--- config.mk ---
export PLATFORM = sky130hd
export DESIGN_NAME = alu_result_queue_flat
export DESIGN_NICKNAME = d
export VERILOG_FILES = /design/src/rtl/alu_result_queue_if.sv /design/src/rtl/alu_result_queue.sv /design/src/flat_wrapper.sv
export SDC_FILE = /design/constraint.sdc
export NUM_CORES = 1
export LEC_CHECK = 0
export BUFFER_PORTS_ARGS = -buffer_cell sky130_fd_sc_hd__buf_2
export CAP_MARGIN = 0
export CELL_PAD_IN_SITES_DETAIL_PLACEMENT = 0
export CELL_PAD_IN_SITES_GLOBAL_PLACEMENT = 1
export CORE_MARGIN = 4
export CORE_UTILIZATION = 51
export DETAILED_ROUTE_END_ITERATION = 6
export PLACE_DENSITY_LB_ADDON = 0.1
export SLEW_MARGIN = 20
export SYNTH_ARGS = -nofsm -noshare
export SYNTH_HDL_FRONTEND = slang
export SYNTH_SLANG_ARGS = --single-unit
export TNS_END_PERCENT = 20
--- constraint.sdc ---
create_clock -name clk -period 4.4 [get_ports clk]
set_input_delay 0.22 -clock clk [delete_from_list [all_inputs] [get_ports clk]]
set_output_delay 0.22 -clock clk [all_outputs]
set_load 0.1 [all_outputs]
--- src/rtl/alu_result_queue_if.sv ---
// Handshake bundle between the ALU result producers, the result queue and writeback.
interface alu_result_queue_if;
  logic        in_valid;
  logic        in_ready;
  logic [11:0] in_word;
  logic        out_valid;
  logic        out_ready;
  logic [1:0]  out_tag;
  logic [3:0]  out_aux;
  logic [5:0]  out_data;
  logic        out_zero;

  modport slave (
    input  in_valid, in_word, out_ready,
    output in_ready, out_valid, out_tag, out_aux, out_data, out_zero
  );

  modport master (
    output in_valid, in_word, out_ready,
    input  in_ready, out_valid, out_tag, out_aux, out_data, out_zero
  );
endinterface

--- src/rtl/alu_result_queue.sv ---
// Sanitising FIFO for ALU result words, with head zero flag and shift-result counter.
// Latency: a push into an empty queue is visible on out_* the following cycle.
// Backpressure: in_ready = !full; a full queue refuses pushes even while popping.
module alu_result_queue #(
  parameter int DEPTH = 4,
  parameter int CNT_W = 8
) (
  input  logic                    clk,
  input  logic                    rst_n,
  alu_result_queue_if.slave       bus,
  output logic [$clog2(DEPTH):0]  level,
  output logic [CNT_W-1:0]        shift_cnt
);
  localparam int PTR_W = $clog2(DEPTH);
  localparam int LVL_W = PTR_W + 1;

  typedef struct packed {
    logic [1:0] tag;
    logic [3:0] aux;
    logic [5:0] data;
    logic       zero;
  } entry_t;

  entry_t           mem [DEPTH];
  entry_t           in_entry;
  entry_t           head;
  logic [PTR_W-1:0] wr_ptr;
  logic [PTR_W-1:0] rd_ptr;
  logic             full;
  logic             empty;
  logic             push;
  logic             pop;
  logic             is_shift;

  assign full     = (level == LVL_W'(DEPTH));
  assign empty    = (level == '0);
  assign push     = bus.in_valid && !full;
  assign pop      = bus.out_ready && !empty;
  assign is_shift = (bus.in_word[11:10] == 2'b01);

  // Shift-class aux is undefined upstream; force it to zero so nothing unknown is stored.
  always_comb begin
    in_entry      = '0;
    in_entry.tag  = bus.in_word[11:10];
    in_entry.aux  = is_shift ? 4'b0000 : bus.in_word[9:6];
    in_entry.data = bus.in_word[5:0];
    in_entry.zero = (bus.in_word[5:0] == 6'd0);
  end

  always_ff @(posedge clk) begin
    if (push) begin
      mem[wr_ptr] <= in_entry;
    end
  end

  always_ff @(posedge clk or negedge rst_n) begin
    if (!rst_n) begin
      wr_ptr    <= '0;
      rd_ptr    <= '0;
      level     <= '0;
      shift_cnt <= '0;
    end else begin
      if (push) begin
        wr_ptr <= wr_ptr + 1'b1;
      end
      if (pop) begin
        rd_ptr <= rd_ptr + 1'b1;
      end
      case ({push, pop})
        2'b10:   level <= level + 1'b1;
        2'b01:   level <= level - 1'b1;
        default: level <= level;
      endcase
      if (push && is_shift && (shift_cnt != '1)) begin
        shift_cnt <= shift_cnt + 1'b1;
      end
    end
  end

  // Gating on empty keeps stale storage off the bus, including while reset is held.
  assign head          = empty ? '0 : mem[rd_ptr];
  assign bus.in_ready  = !full;
  assign bus.out_valid = !empty;
  assign bus.out_tag   = head.tag;
  assign bus.out_aux   = head.aux;
  assign bus.out_data  = head.data;
  assign bus.out_zero  = head.zero;
endmodule

--- src/flat_wrapper.sv ---
// flat-port wrapper written by rule: the top's interface ports become plain ports
module alu_result_queue_flat 
#(
  parameter int DEPTH = 4,
  parameter int CNT_W = 8
)
  (clk, rst_n, level, shift_cnt, bus_in_valid, bus_in_word, bus_out_ready, bus_in_ready, bus_out_valid, bus_out_tag, bus_out_aux, bus_out_data, bus_out_zero);
  alu_result_queue_if bus_i ();
  input  logic clk;
  input  logic rst_n;
  output logic [$clog2(DEPTH):0] level;
  output logic [CNT_W-1:0] shift_cnt;
  input wire logic [$bits(bus_i.in_valid)-1:0] bus_in_valid;
  input wire logic [$bits(bus_i.in_word)-1:0] bus_in_word;
  input wire logic [$bits(bus_i.out_ready)-1:0] bus_out_ready;
  output wire logic [$bits(bus_i.in_ready)-1:0] bus_in_ready;
  output wire logic [$bits(bus_i.out_valid)-1:0] bus_out_valid;
  output wire logic [$bits(bus_i.out_tag)-1:0] bus_out_tag;
  output wire logic [$bits(bus_i.out_aux)-1:0] bus_out_aux;
  output wire logic [$bits(bus_i.out_data)-1:0] bus_out_data;
  output wire logic [$bits(bus_i.out_zero)-1:0] bus_out_zero;
  assign bus_i.in_valid = bus_in_valid;
  assign bus_i.in_word = bus_in_word;
  assign bus_i.out_ready = bus_out_ready;
  assign bus_in_ready = bus_i.in_ready;
  assign bus_out_valid = bus_i.out_valid;
  assign bus_out_tag = bus_i.out_tag;
  assign bus_out_aux = bus_i.out_aux;
  assign bus_out_data = bus_i.out_data;
  assign bus_out_zero = bus_i.out_zero;
  alu_result_queue #(.DEPTH(DEPTH), .CNT_W(CNT_W)) u_core (.clk(clk), .rst_n(rst_n), .bus(bus_i), .level(level), .shift_cnt(shift_cnt));
endmodule
==> flow_summary_export.csv <==
group,metric,value,unit
outcome,status,"complete, no violations",
clocking,clk_pin_slew,0.06,ns
synthesis,synthMuxAreaShare,0.138,
setup_path,slowest_stage,"dfrtp_1",
drt,first_pass_iters,4,
synthesis,synth_area,2880,um^2
setup_path,crit_family,"flip-flops",
synthesis,synth_top_family_by_area,"multiplexers",
synthesis,synth-xor-area-share,0.0213,
clocking,cts.sinks,67,
layout,final_nets,237,
drt,vias_per_cell,5.32,
sta,setup-violations-final,0,
sta,hold_viol_final,0,
die,core,5510,um^2
sta,final.period_utilization,0.573,
layout,fill_cells,446,
sta,tightest_slew,0.911,ns
synthesis,synthCells,165,
global_route,grt_overflow,0,
setup_path,r2r-end,"u_core.level[2]",
sta,period_needed,2.52,ns
synthesis,ys_ff_latch,67,
sta,clock_skew,0.00992,ns
sta,fin_setup_tns,0,ns
drt,antenna_left,0,
drt,drc,0,
synthesis,synth.distinct_cells,33,
sta,rsz0062_at_grt,"false",
setup_path,crit_fanout,15,
sta,slew_headroom,0.393,
clocking,worstSkewPairLatency,0.32,ns
clocking,htree_levels,3,
die,dieArea,6920,um^2
die,initial_utilization,0.523,
layout,layout_commonest_cell,"edfxtp_1",
setup_path,regToRegSetupSlack,2.09,ns
setup_path,crit_path_cell_trace,"mux4_2, and2_1, buf_2",
place,globalplace.congestion,0.825,
synthesis,synth_compound_area_frac,0.00347,
die,die_y,83.2,um
setup_path,crit_path_start_kind,"register",
setup_path,slowest_delay,0.94,ns
layout,drive_gt1_frac,0.347,
clocking,cts_root_buffer,"clkbuf_8",
setup_path,cp-startpoint,"u_core.rd_ptr[0]",
drt,routed_wl,5070,um
setup_path,cp_num_buf_inv,1,
clocking,cts_buffers,9,
drt,wire_per_inst,17.4,um
clocking,ctsResizeCount,0,
setup_path,reg2reg_from,"u_core.level[0]",
clocking,cts.path.max_buffers,2,
die,fp.dieW,83.2,um
synthesis,synth_top_cell_area_share,0.542,
setup_path,required,4.18,ns
flow_run,drv_cap,0,
worst_hold_path,min_path_type,"input pin to register",
drt,vias,1549,
place,io_buffers,41,
setup_path,worst_setup_path_end_kind,"primary output",
global_route,grt_pass1_vias,1665,
synthesis,ys_warn_count,0,
clocking,cts_tree,"yes",
setup_path,critical_path_class,"register to primary output",
synthesis,synth_fa_ha_area_frac,0.0330,
synthesis,syn_nets,188,
layout,final_cell_mix,"edfxtp_1 (52), buf_2 (41), and2_1 (18)",
synthesis,synth_top_area_cell,"edfxtp_1",
synthesis,yosys.area_share.simple,0.114,
sta,maxSlewViolCount,0,
synthesis,seq_area_frac_synth,0.672,
worst_hold_path,hp-start,"bus_in_word[2]",
global_route,grt_max_degree,16,
die,std_cell_rows,27,
drt,first_iter_violations,75,
worst_hold_path,hold_path_depth,1,
global_route,track_usage,0.161,
layout,area_growth,16.5,%
synthesis,postSynthAreaPerCell,17.5,um^2
global_route,grt_pass1_wl,8480,um
layout,diodes,0,
synthesis,synthTopCellsByArea,"edfxtp_1 (54%), dfrtp_1 (13%), mux4_2 (10%)",
place,dp_hpwl,3490,um
setup_path,reg2reg_depth,8,
setup_path,cp_data_arrival_time,2.30,ns
global_route,antenna_found_initial,0,
sta,clock.fmax,0.396,GHz
die,io_pins,42,
worst_hold_path,holdPathEnd,"u_core.mem[3][3]",
==> what timing repair did <==
item / CTS / global route
setup buffers: 0 / 0
hold endpoints to repair: 15 / 0
hold buffers: 1 / 0
==> through the flow <==
stage / cells / hold slack, ns / utilization / area (um^2) / setup WS [ns]
2_1_floorplan: 165 / -0.0756 / - / 2880 / 1.04
3_3_place_gp: 274 / 0.145 / 0.571 / 3150 / 2.13
3_5_place_dp: 274 / 0.145 / 0.571 / 3150 / 2.08
4_1_cts: 291 / 0.111 / 0.610 / 3360 / 1.80
5_1_grt: 291 / 0.121 / 0.610 / 3360 / 1.69
6_report: 291 / 0.129 / 0.610 / 3360 / 1.88
==> layer usage <==
| layer | track usage | up-vias | wire, um |
|---|---|---|---|
| li1 | - | 721 | - |
| met1 | 0.200 | 773 | 2160 |
| met2 | 0.272 | 48 | 2610 |
| met3 | 0.0308 | 7 | 230 |
| met4 | 0.0758 | 0 | 68 |
| met5 | 0 | - | 0 |
==> logic make-up (layout without fill, tap and decap cells) <==
kind of cell	Yosys count	count (layout)
adder cells (fa/ha/maj)	7	7
XOR/XNOR	7	7
AND/OR/NAND/NOR	50	50
buffers and inverters	10	64
multiplexers	22	22
flip-flops	67	67
AO/OA/AOI/OAI	2	2
==> worst max path at each step <==
stage	endpoint	slack [ns]	cells after the start
CTS	bus_out_data[0]	1.80	3
global placement	u_core.level[2]	2.13	8
floorplan	bus_out_aux[0]	1.04	3
finish	bus_out_tag[0]	1.88	3
detailed placement	u_core.level[2]	2.08	8
global route	bus_out_data[0]	1.69	3
==> area by class of cell <==
| cell class | count | area, um^2 | share of cell area |
|---|---|---|---|
| flip-flops and latches | 67 | 1940 | 0.577 |
| multi-input cells | 88 | 891 | 0.265 |
| repair buffers | 42 | 215 | 0.0641 |
| clock buffers | 12 | 135 | 0.0402 |
| well taps | 72 | 90.1 | 0.0268 |
| clock inverters | 4 | 67.6 | 0.0201 |
| inverters | 6 | 22.5 | 0.00671 |
==> cell usage after synthesis (all sizes together) <==
cell type and n:
nand2 8, nor3 5, nor3b 1, mux4 13, dfrtp 15, nand4 3, inv 6, fa 1
or4 1, or3 1, edfxtp 52, xor2 4, mux2i 1, clkbuf 1, nand2b 3, and2 19
buf 3, xnor2 3, mux2 8, and3 5, nor2 1, nand3 3, o21ai 2, ha 6
==> state kept, by name, summed over array words and instances (netlist names) <==
name and cells:
u_core.rd_ptr 2, u_core.level 3, u_core.mem 52, u_core.shift_cnt 8, u_core.wr_ptr 2
Power is not shown: default switching activity piles up to over one toggle a cycle in this logic, so the estimate is an artifact.
